### src/rtl/axi_axis_read_mux.sv
// AXI4-Lite read slave that pops one word from a selected AXIS channel per read,
// with a status register reporting tvalid flags and a saturating empty-read counter.
module axi_axis_read_mux #(
  parameter int AXI_DATA_WIDTH = 32,
  parameter int AXI_ADDR_WIDTH = 16,
  parameter int NUM_CHANNELS   = 4
) (
  input  logic                                   aclk,
  input  logic                                   areset,
  input  logic [AXI_ADDR_WIDTH-1:0]              s_axi_araddr,
  input  logic                                   s_axi_arvalid,
  output logic                                   s_axi_arready,
  output logic [AXI_DATA_WIDTH-1:0]              s_axi_rdata,
  output logic [1:0]                             s_axi_rresp,
  output logic                                   s_axi_rvalid,
  input  logic                                   s_axi_rready,
  input  logic [NUM_CHANNELS*AXI_DATA_WIDTH-1:0] s_axis_tdata,
  input  logic [NUM_CHANNELS-1:0]                s_axis_tvalid,
  output logic [NUM_CHANNELS-1:0]                s_axis_tready
);

  localparam int         CB          = $clog2(NUM_CHANNELS);
  localparam logic [1:0] RESP_OKAY   = 2'b00;
  localparam logic [1:0] RESP_SLVERR = 2'b10;

  typedef enum logic {
    ST_IDLE = 1'b0,
    ST_RESP = 1'b1
  } state_t;

  state_t                    r_state;
  logic [AXI_DATA_WIDTH-1:0] r_rdata;
  logic [1:0]                r_rresp;
  logic [15:0]               r_empty_cnt;

  logic [CB-1:0]             w_sel;
  logic                      w_stat;
  logic                      w_sel_ok;
  logic                      w_sel_tvalid;
  logic [AXI_DATA_WIDTH-1:0] w_sel_data;
  logic                      w_ar_hs;
  logic                      w_pop;
  logic [31:0]               w_status;
  logic [15:0]               w_cnt_inc;
  logic                      w_unused_addr;

  assign w_sel         = s_axi_araddr[2 +: CB];
  assign w_stat        = s_axi_araddr[2 + CB];
  assign w_unused_addr = ^s_axi_araddr;
  assign w_sel_ok      = (int'(w_sel) < NUM_CHANNELS);
  assign w_sel_tvalid  = |(s_axis_tvalid & (NUM_CHANNELS'(1) << w_sel));
  assign w_sel_data    = s_axis_tdata[int'(w_sel)*AXI_DATA_WIDTH +: AXI_DATA_WIDTH];

  // Reset gates the handshake so no tready can fire while areset is high.
  assign w_ar_hs = (r_state == ST_IDLE) && s_axi_arvalid && !areset;
  assign w_pop   = w_ar_hs && !w_stat && w_sel_ok && w_sel_tvalid;

  assign s_axis_tready = w_pop ? (NUM_CHANNELS'(1) << w_sel) : '0;

  assign w_status  = {r_empty_cnt, 16'(s_axis_tvalid)};
  assign w_cnt_inc = (r_empty_cnt == 16'hFFFF) ? r_empty_cnt : r_empty_cnt + 16'd1;

  always_ff @(posedge aclk) begin
    if (areset) begin
      r_state     <= ST_IDLE;
      r_rdata     <= '0;
      r_rresp     <= RESP_OKAY;
      r_empty_cnt <= '0;
    end else begin
      case (r_state)
        ST_IDLE: begin
          if (s_axi_arvalid) begin
            r_state <= ST_RESP;
            if (w_stat) begin
              r_rdata     <= AXI_DATA_WIDTH'(w_status);
              r_rresp     <= RESP_OKAY;
              r_empty_cnt <= '0;
            end else if (!w_sel_ok) begin
              r_rdata <= '0;
              r_rresp <= RESP_SLVERR;
            end else if (w_sel_tvalid) begin
              r_rdata <= w_sel_data;
              r_rresp <= RESP_OKAY;
            end else begin
              r_rdata     <= '0;
              r_rresp     <= RESP_OKAY;
              r_empty_cnt <= w_cnt_inc;
            end
          end
        end
        ST_RESP: begin
          // Response registers hold untouched until the master accepts.
          if (s_axi_rready) r_state <= ST_IDLE;
        end
        default: r_state <= ST_IDLE;
      endcase
    end
  end

  assign s_axi_arready = (r_state == ST_IDLE);
  assign s_axi_rvalid  = (r_state == ST_RESP);
  assign s_axi_rdata   = r_rdata;
  assign s_axi_rresp   = r_rresp;

endmodule

### config.mk
export PLATFORM = sky130hd
export DESIGN_NAME = axi_axis_read_mux
export DESIGN_NICKNAME = d
export VERILOG_FILES = /design/src/rtl/axi_axis_read_mux.sv
export SDC_FILE = /design/constraint.sdc
export NUM_CORES = 1
export LEC_CHECK = 0
export ABC_AREA = 0
export CAP_MARGIN = 15
export CORE_ASPECT_RATIO = 0.8
export CORE_MARGIN = 2
export CORE_UTILIZATION = 38
export DETAILED_ROUTE_END_ITERATION = 7
export PLACE_DENSITY = 0.89
export SYNTH_ARGS = -nofsm -noshare
export SYNTH_HDL_FRONTEND = slang
export SYNTH_SLANG_ARGS = --single-unit
### constraint.sdc
create_clock -name aclk -period 2.6 [get_ports aclk]
set_clock_uncertainty 0.1 [all_clocks]
set_input_delay 0.52 -clock aclk [delete_from_list [all_inputs] [get_ports aclk]]
set_output_delay 0.52 -clock aclk [all_outputs]
set_load 0.005 [all_outputs]
==> impl_metrics.csv <==
group,metric,value,unit
cts,htreeDepth,2,
sta,rsz0062_at_grt,"no",
yosys,ys_top_cells_by_count,"49 x dfxtp_1, 32 x mux4_2, 30 x nor2_1",
place,dp_hpwl,8.171,mm
pwr,powerDensity,364.2,mW/mm²
cts,cts_hold_buf,0,
cts,clkLatencyLatePin,310,ps
cts,cts_tree,"built",
pwr,ir_worst_vdd,0.2101,mV
sta,setup_viol,0,
place,pre_cts_slack,-347.1,ps
die,ioPinCount,192,
cts,cts_setup_buffers,0,
layout,syn_to_final_growth,64.50,%
layout,drive_above_1_share,16.77,%
outcome,status,"finished, final reports clean",
place,portBuffers,176,
layout,utilization,64.35,%
cts,cts.clk_slew.worst_paths,90,ps
yosys,synth_area,0.003094,mm²
cts,clkSinkCount,49,
die,rows,29,
sta,fin_setup_tns,0,ps
critical_path,crit_chain,"dlygate4sd2_1, or2_2, or2_2, nor4_2, clkdlybuf4s15_1",
critical_path,required,1980,ps
yosys,synth_cell_types,43,
yosys,yosysSeqAreaShare,31.70,%
yosys,yosysTopAreaCellShare,31.70,%
worst_hold_path,holdCritPathClass,"flop to flop",
sta,slew_headroom,59.03,%
cts,cts_buffer_depth,2,
die,die_w,104.9,µm
yosys,synth_area_leaders,"dfxtp_1 32%, mux4_2 23%, a221oi_1 5.7%, nor3_1 3.7%, nor2_1 3.6%",
route,drc_errors,0,
route,post_drt_via_cell_ratio,5.657,
sta,finalHoldViolations,0,
place,routabilityCongestion,0.8870,
sta,whs,361.5,ps
die,initial_core_util,39.12,%
sta,fin_crit,2531,ps
route,ant_nets,0,
pwr,leakage,1.753,nW
route,drt_first_iter_violations,189,
yosys,synth_area_per_cell,9.854,µm²
yosys,synthCells,314,
critical_path,arrival,1910,ps
critical_path,cp_num_buf_inv,2,
yosys,synth_edf_count,0,
critical_path,cp_top_family,"simple AND/OR/NAND/NOR gates",
die,fp.dieArea,0.008885,mm²
critical_path,critPathKind,"input port to primary output",
critical_path,rrSetupSlack,430,ps
yosys,ys.flop_type,"dfxtp_1",
critical_path,critPathSlowestCell,"or2_2",
yosys,ys_ff_latch,49,
critical_path,path_max_fanout,3,
layout,postLayoutCellArea,0.005090,mm²
critical_path,end_kind,"primary output",
run,cap_violations,0,
global_routing,grt_pass1_vias,3404,
cts,ctsRootBufferMaster,"clkbuf_8",
cts,cts_made_buffers,5,
sta,worstMarginPinSlew,614.6,ps
layout,filler_cell_count,649,
global_routing,grt_pass1_wl,16.99,mm
die,core_area,0.007910,mm²
route,num_vias,3343,
global_routing,grt_max_degree,33,
sta,slew_viol_final,0,
sta,max_freq,0.3952,GHz
global_routing,antenna_found_initial,0,
die,fp.dieH,84.71,µm
yosys,yosysMostFrequentCell,"dfxtp_1",
route,drt_first_pass_iters,4,
yosys,yosysWarnings,0,
yosys,synthArstFlopShare,0,%
yosys,yosysTopAreaCell,"dfxtp_1",
sta,fin_crit_sh,97.33,%
critical_path,path_common_cell,"or2_2",
sta,timing.final.ws_setup,69.36,ps
place,detailed_place.area,0.004945,mm²
global_routing,grt.total_usage,24.10,%
critical_path,max_stage_delay,320,ps
critical_path,startpoint_type,"input port",
route,wl,10.81,mm
layout,nNetsFinal,635,
route,wl_per_cell,18.30,µm
layout,antenna_cells,0,
global_routing,grt_overflow,0,
cell families (layout without fill, tap and decap cells):
family,count (synthesis),in the layout,synth area share (%)
buffers and inverters,39,207,6.065
adder cells (fa/ha/maj),1,1,0.4043
other,1,2,0.1212
AO/OA/AOI/OAI,73,73,19.53
flip-flops,49,49,31.70
AND/OR/NAND/NOR,117,117,18.08
multiplexers,34,34,24.10
worst paths after layout:
path                   start          endpoint  depth (start not counted)
max reg2reg   r_empty_cnt[0]   r_empty_cnt[14]                          6
max          s_axi_araddr[4]  s_axis_tready[0]                          5
min          s_axi_rdata[10]   s_axi_rdata[10]                          2
min reg2reg  s_axi_rdata[10]   s_axi_rdata[10]                          2
area by class of cell:
type                    count  area [µm²]  share of cell area, %
repair buffers            195        1926                  37.83
clock buffers               6       72.57                  1.426
clock inverters             2       15.01                 0.2950
well taps                 108       135.1                  2.655
multi-input cells         227        1946                  38.23
flip-flops and latches     49       980.9                  19.27
inverters                   4       15.01                 0.2950
metrics by stage:
step | std cells | total power [mW]
2_1_floorplan | 315 | 1.076
3_3_place_gp | 582 | 1.394
3_5_place_dp | 582 | 1.409
4_1_cts | 591 | 1.867
5_1_grt | 591 | 1.947
6_report | 591 | 1.854
power breakdown:
part	switching, mW	internal (mW)
clock network	0.260	0.190
registers	0.0202	0.783
logic	0.218	0.383
total	0.498	1.36
metal layers:
| layer | share of wire, % | GRT usage (%) | vias to the layer above |
|---|---|---|---|
| met5 | 0 | 0 | - |
| met4 | 1.4 | 6.788 | 0 |
| met3 | 8.9 | 7.842 | 14 |
| met2 | 50 | 42.27 | 170 |
| met1 | 40 | 28.40 | 1604 |
| li1 | - | - | 1555 |
registers in the layout, summed over array words and instances, names as in the netlist:
register	count
s_axi_rvalid	1
s_axi_rdata	32
r_empty_cnt	16
placed cells by master, fill, tap and decap left out, types with 2 or more instances in the layout:
cell and instances:
a21oi_1 19, a221oi_1 20, a31oi_1 3, a41oi_1 2
and2_1 2, and4_1 2, buf_2 3, buf_4 17
clkbuf_8 5, clkdlybuf4s50_1 168, clkinvlp_4 2, conb_1 2
dfxtp_1 49, dlygate4sd2_1 3, inv_1 4, mux4_2 32
nand2_1 26, nand2b_1 3, nand3_1 20, nand4_1 2
nor2_1 30, nor3_1 23, nor4_2 2, o211ai_1 4
o211ai_2 6, o21ai_0 3, o31ai_1 5, o32ai_2 2
o41ai_1 3, or2_2 2
worst min-delay path, stage by stage, from the launching register on:
cell and delay [ps]:
dfxtp_1 320, nand2_1 50, a21oi_1 50
what timing repair did:
item                       CTS  global route
setup endpoints to repair    4             2
hold endpoints to repair     0             0
gates cloned                 1             0
gates resized for setup      8             4
(Power assumes the default switching activity.)
